`config.mk`:
```
export PLATFORM = sky130hd
export DESIGN_NAME = ms_elastic_buf
export DESIGN_NICKNAME = d
export VERILOG_FILES = /design/src/rtl/ms_pkg.sv /design/src/rtl/ms_proto_chk.sv /design/src/rtl/ms_elastic_buf.sv
export SDC_FILE = /design/constraint.sdc
export NUM_CORES = 1
export LEC_CHECK = 0
export CAP_MARGIN = 30
export CORE_UTILIZATION = 51
export DETAILED_ROUTE_END_ITERATION = 8
export GPL_ROUTABILITY_DRIVEN = 0
export PLACE_DENSITY = 0.78
export SLEW_MARGIN = 20
export SYNTH_ARGS = -nofsm -noshare
export SYNTH_HDL_FRONTEND = slang
export SYNTH_SLANG_ARGS = --single-unit
```
`constraint.sdc`:
```
create_clock -name clk -period 2.1 [get_ports clk]
set_input_delay 0.315 -clock clk [delete_from_list [all_inputs] [get_ports clk]]
set_output_delay 0.315 -clock clk [all_outputs]
set_load 0.02 [all_outputs]
```
`src/rtl/ms_pkg.sv`:
```
// Shared definitions for the ms valid/ready family: default sizes, a beat
// record for chained benches and the pointer wrap helper.
package ms_pkg;

    localparam int unsigned MS_DATA_W = 8;
    localparam int unsigned MS_DEPTH  = 2;

    typedef struct packed {
        logic [MS_DATA_W-1:0] data;
        logic                 valid;
    } ms_beat_t;

    // Step a pointer by one, returning to zero after depth-1. An explicit
    // compare keeps non-power-of-two depths correct.
    function automatic int unsigned next_ptr(input int unsigned ptr, input int unsigned depth);
        return (ptr == depth - 1) ? 0 : ptr + 1;
    endfunction

endpackage

```
`src/rtl/ms_proto_chk.sv`:
```
// Sticky upstream protocol checker for an ms valid/ready interface. Once a
// beat is offered while ready is low, it must stay valid and unchanged until
// it is accepted; any withdrawal or change latches err_o until reset.
module ms_proto_chk #(
    parameter int unsigned DATA_W = 8
) (
    input  logic              clk,
    input  logic              rst_n,
    input  logic              valid_i,
    input  logic              ready_i,
    input  logic [DATA_W-1:0] data_i,
    output logic              err_o
);

    logic              armed_q;
    logic              err_q;
    logic [DATA_W-1:0] cap_q;

    // Arm on a stalled offer, flag a broken hold on the following edge.
    always_ff @(posedge clk or negedge rst_n) begin
        if (!rst_n) begin
            armed_q <= 1'b0;
            err_q   <= 1'b0;
        end else begin
            armed_q <= valid_i & ~ready_i;
            if (armed_q && (!valid_i || (data_i != cap_q))) begin
                err_q <= 1'b1;
            end
        end
    end

    // Remember the stalled payload so the next edge can compare against it.
    always_ff @(posedge clk) begin
        if (valid_i && !ready_i) begin
            cap_q <= data_i;
        end
    end

    assign err_o = err_q;

endmodule

```
`src/rtl/ms_elastic_buf.sv`:
```
// Elastic valid/ready buffer of DEPTH entries. Both handshake flags are
// registered from the next occupancy, so nothing downstream reaches the
// upstream ready combinationally. The head entry is held in its own register
// so d2u_data_o keeps its last value while the buffer is empty.
module ms_elastic_buf
    import ms_pkg::*;
#(
    parameter  int unsigned DATA_W = MS_DATA_W,
    parameter  int unsigned DEPTH  = MS_DEPTH,
    localparam int unsigned CNT_W  = $clog2(DEPTH + 1),
    localparam int unsigned PTR_W  = (DEPTH > 1) ? $clog2(DEPTH) : 1
) (
    input  logic              clk,
    input  logic              rst_n,
    input  logic [DATA_W-1:0] u2d_data_i,
    input  logic              u2d_valid_i,
    output logic              u2d_ready_o,
    output logic [DATA_W-1:0] d2u_data_o,
    output logic              d2u_valid_o,
    input  logic              d2u_ready_i,
    input  logic              flush_i,
    output logic [CNT_W-1:0]  count_o,
    output logic              err_o
);

    logic [DATA_W-1:0] mem_q [DEPTH];

    logic [PTR_W-1:0]  wr_ptr_q, wr_ptr_d;
    logic [PTR_W-1:0]  rd_ptr_q, rd_ptr_d;
    logic [CNT_W-1:0]  count_q, count_d;
    logic [CNT_W-1:0]  count_after_pop;
    logic              rdy_q, rdy_d;
    logic              vld_q, vld_d;
    logic [DATA_W-1:0] head_q, head_d;
    logic              push;
    logic              pop;

    // Next-state for pointers, occupancy, head register and handshake flags.
    always_comb begin
        push            = u2d_valid_i & rdy_q;
        pop             = vld_q & d2u_ready_i;
        wr_ptr_d        = wr_ptr_q;
        rd_ptr_d        = rd_ptr_q;
        count_d         = count_q;
        head_d          = head_q;
        count_after_pop = count_q - CNT_W'(pop);

        if (flush_i) begin
            wr_ptr_d = '0;
            rd_ptr_d = '0;
            count_d  = '0;
        end else begin
            if (push) begin
                wr_ptr_d = PTR_W'(next_ptr(32'(wr_ptr_q), DEPTH));
            end
            if (pop) begin
                rd_ptr_d = PTR_W'(next_ptr(32'(rd_ptr_q), DEPTH));
            end
            count_d = count_after_pop + CNT_W'(push);

            // The new head is either an entry already stored, or the beat
            // arriving now when nothing else remains behind the popped one.
            if (count_after_pop != '0) begin
                head_d = mem_q[rd_ptr_d];
            end else if (push) begin
                head_d = u2d_data_i;
            end
        end

        rdy_d = (count_d < CNT_W'(DEPTH));
        vld_d = (count_d != '0);
    end

    // Control state and the visible head; all cleared asynchronously.
    always_ff @(posedge clk or negedge rst_n) begin
        if (!rst_n) begin
            wr_ptr_q <= '0;
            rd_ptr_q <= '0;
            count_q  <= '0;
            rdy_q    <= 1'b0;
            vld_q    <= 1'b0;
            head_q   <= '0;
        end else begin
            wr_ptr_q <= wr_ptr_d;
            rd_ptr_q <= rd_ptr_d;
            count_q  <= count_d;
            rdy_q    <= rdy_d;
            vld_q    <= vld_d;
            head_q   <= head_d;
        end
    end

    // Storage write; contents need no reset since occupancy gates every read.
    always_ff @(posedge clk) begin
        if (push && !flush_i) begin
            mem_q[wr_ptr_q] <= u2d_data_i;
        end
    end

    ms_proto_chk #(
        .DATA_W (DATA_W)
    ) u_chk (
        .clk     (clk),
        .rst_n   (rst_n),
        .valid_i (u2d_valid_i),
        .ready_i (rdy_q),
        .data_i  (u2d_data_i),
        .err_o   (err_o)
    );

    assign u2d_ready_o = rdy_q;
    assign d2u_valid_o = vld_q;
    assign d2u_data_o  = head_q;
    assign count_o     = count_q;

endmodule

```
==> flow_summary_export.csv <==
group,metric,value,unit
drt,ant_nets,0,
clocking,cts_setup_buffers,0,
pwr,netSwitchingFraction,34.9,%
synth,ys_seq_area_share,70.3,%
drt,dr.pass1.iters,6,
drt,routedWlPerCell,17.5,um
sta,rsz0062_at_grt,"no",
drt,drt_iter0_drc,26,
clocking,path_clk_slew,0.12,ns
clocking,root_buffer,"clkbuf_4",
synth,yosys_warnings,0,
drt,drc,2,
global_routing,grt_pass1_wl,4.95,mm
clocking,htree_levels,2,
floorplanning,core_area,0.00285,mm2
pwr,power.switching,0.880,mW
sta,setup_viol,0,
floorplanning,die_x,57.9,um
setup_path,arrival,2.02,ns
pwr,powerDensity,1270,mW/mm2
floorplanning,start_util,55.9,%
synth,netlist_area,0.00159,mm2
placed_design,placed_cells,165,
synth,syn_inst,102,
layout,fin_cells,173,
pwr,combPwrFrac,41.7,%
pwr,power_leakage,0.780,nW
setup_path,r2r_slack,0.35,ns
layout,finish.utilization,69.7,%
layout,final_nets,156,
clocking,cts_buffers,5,
sta,skew,0.0138,ns
global_routing,grt_use_total,21.5,%
sta,fmax,572,MHz
synth,ys_seq_elements,40,
layout,layout.cells.most_common,"clkdlybuf4s50_1",
setup_path,startpoint_type,"flop",
global_routing,antenna_found_initial,0,
floorplanning,dieArea,0.00335,mm2
clocking,cts.sinks,40,
synth,postSynthNetCount,117,
floorplanning,rows,19,
global_routing,grt_pass1_vias,978,
outcome,status,"finished, violations left",
worst_hold_path,min_path_type,"in2async",
drt,vias,957,
drt,viasPerCell,5.53,
sta,setup_tns,0,ns
sta,maxSlewHeadroom,70.2,%
floorplanning,ioPinCount,26,
pwr,ir_drop,0.807,mV
clocking,holdBufCountCts,0,
setup_path,cp.required,2.37,ns
sta,finalCritPeriodShare,83.3,%
sta,maxSlewViolCount,0,
setup_path,r2r_end,"d2u_data_o[5]",
sta,period_minus_slack,1.75,ns
setup_path,regToRegStartpoint,"d2u_valid_o",
setup_path,critPathKind,"reg2reg",
synth,ys_types,24,
global_routing,grt_start_max_net_pins,13,
global_routing,gr-total-overflow,0,
synth,syn_avg_cell_area,15.6,um2
pwr,power_frac_clock,14.3,%
layout,nFillCells,201,
clocking,cts_buffer_depth,2,
sta,hold_viol_final,0,
clocking,clock_latency,0.34,ns
layout,drive_above_1_share,13.4,%
placed_design,numPortBuffers,25,
clocking,tritoncts,"done",
floorplanning,die_h,57.9,um
setup_path,path_max_fanout,8,
setup_path,endpoint_kind,"flop",
placed_design,hpwlAfterDp,2.15,mm
drt,wl,3.03,mm
layout,area_delta_synth_final,24.8,%
outcome,violations,"DRC",
layout,num_antenna_cells,0,
pwr,intPower,1.64,mW
clocking,cts-resized-gates,0,
sta,tightest_slew,0.447,ns
job,cap_violations,0,
setup_path,r2r_cells,7,
pwr,seq_power_share,43.9,%
layout,layout_common_cells,"clkdlybuf4s50_1 (25), edfxtp_1 (24), dfrtp_1 (16)",
==> metal layers <==
layer	wire, um	up-vias	track usage [%]
met5	0	-	0
met2	1500	30	33.2
met1	1350	469	28.0
met4	31	0	10.2
li1	-	456	-
met3	147	2	6.92
==> layout make-up <==
cell class	instances	area [um2]	area share, %
Sequential cell	40	1120	56.4
Tap cell	31	38.8	1.95
Inverter	5	18.8	0.943
Timing Repair Buffer	33	310	15.6
Clock buffer	7	45.0	2.26
Multi-Input combinational cell	56	450	22.6
Clock inverter	1	5.00	0.252
==> synthesized netlist by cell type <==
cell,number,area [um2]
xnor2_1,6,52.6
nand2b_1,1,6.26
nor3b_1,1,7.51
dfrtp_1,16,400
nor4b_1,1,8.76
a21oi_1,10,50.1
a31oi_4,1,21.3
nand2_1,1,3.75
nor2_1,4,15.0
xor2_1,4,35.0
clkbuf_1,1,3.75
inv_1,5,18.8
o22ai_1,8,50.1
nor2b_1,1,6.26
mux2i_1,8,80.1
ha_1,2,25.0
nand4_1,1,6.26
xnor2_4,1,27.5
edfxtp_1,24,721
o21ai_0,1,5.00
nand4b_2,1,15.0
xnor2_2,1,16.3
and2_4,1,8.76
nor3_1,2,10.0
==> registers in the layout (all words and copies together) (netlist names) <==
| signal | flops |
|---|---|
| d2u_valid_o | 1 |
| d2u_data_o | 8 |
| wr_ptr_q | 1 |
| u_chk.err_o | 1 |
| mem_q | 16 |
| count_o | 2 |
| u_chk.cap_q | 8 |
| u_chk.armed_q | 1 |
| u2d_ready_o | 1 |
| rd_ptr_q | 1 |
==> worst max-delay path by stage <==
stage	startpoint	to	slack, ns	depth (start not counted)
after detailed placement	d2u_ready_i	d2u_data_o[5]	0.06	8
after global placement	d2u_ready_i	d2u_data_o[7]	0.09	8
after CTS	d2u_valid_o	d2u_data_o[5]	0.35	7
final	d2u_valid_o	d2u_data_o[5]	0.35	7
after floorplan	d2u_valid_o	d2u_data_o[0]	0.36	6
after global routing	d2u_valid_o	d2u_data_o[5]	0.24	7
==> metrics by stage <==
| step | setup WS (ns) | power (mW) | cell area [um2] | hold slack, ns |
|---|---|---|---|---|
| floorplan | 0.362 | 1.73 | 1590 | 0.0194 |
| global placement | 0.0919 | 2.14 | 1940 | 0.479 |
| detailed placement | 0.0571 | 2.18 | 1940 | 0.500 |
| CTS | 0.346 | 2.54 | 1990 | 0.267 |
| global route | 0.240 | 2.66 | 1990 | 0.276 |
| finish | 0.350 | 2.52 | 1990 | 0.267 |
==> cells by family (layout without fill, tap and decap cells) <==
family          after synthesis  count (layout)  synth area share, %
simple gates                 14              14                 5.49
buf+inv                       6              46                 1.41
flops                        40              40                 70.3
fa+ha+maj                     2               2                 1.57
xor+xnor                     12              12                 8.24
mux                           8               8                 5.02
compound gates               20              20                 7.93
==> worst max-delay path, stage by stage, from the launching register on <==
cell and delay (ns):
dfrtp_1 0.40, and2_4 0.18, ha_1 0.21, xnor2_2 0.15
buf_4 0.16, a31oi_4 0.30, o22ai_1 0.14, a21oi_1 0.14
==> power by group through the flow <==
stage	logic, mW	registers (mW)	clock network, mW
after CTS	1.06	1.11	0.374
after detailed placement	1.05	1.13	0
after global placement	1.02	1.12	0
after global routing	1.14	1.12	0.403
final	1.05	1.11	0.361
after floorplan	0.485	1.25	0
(Power assumes the default switching activity.)
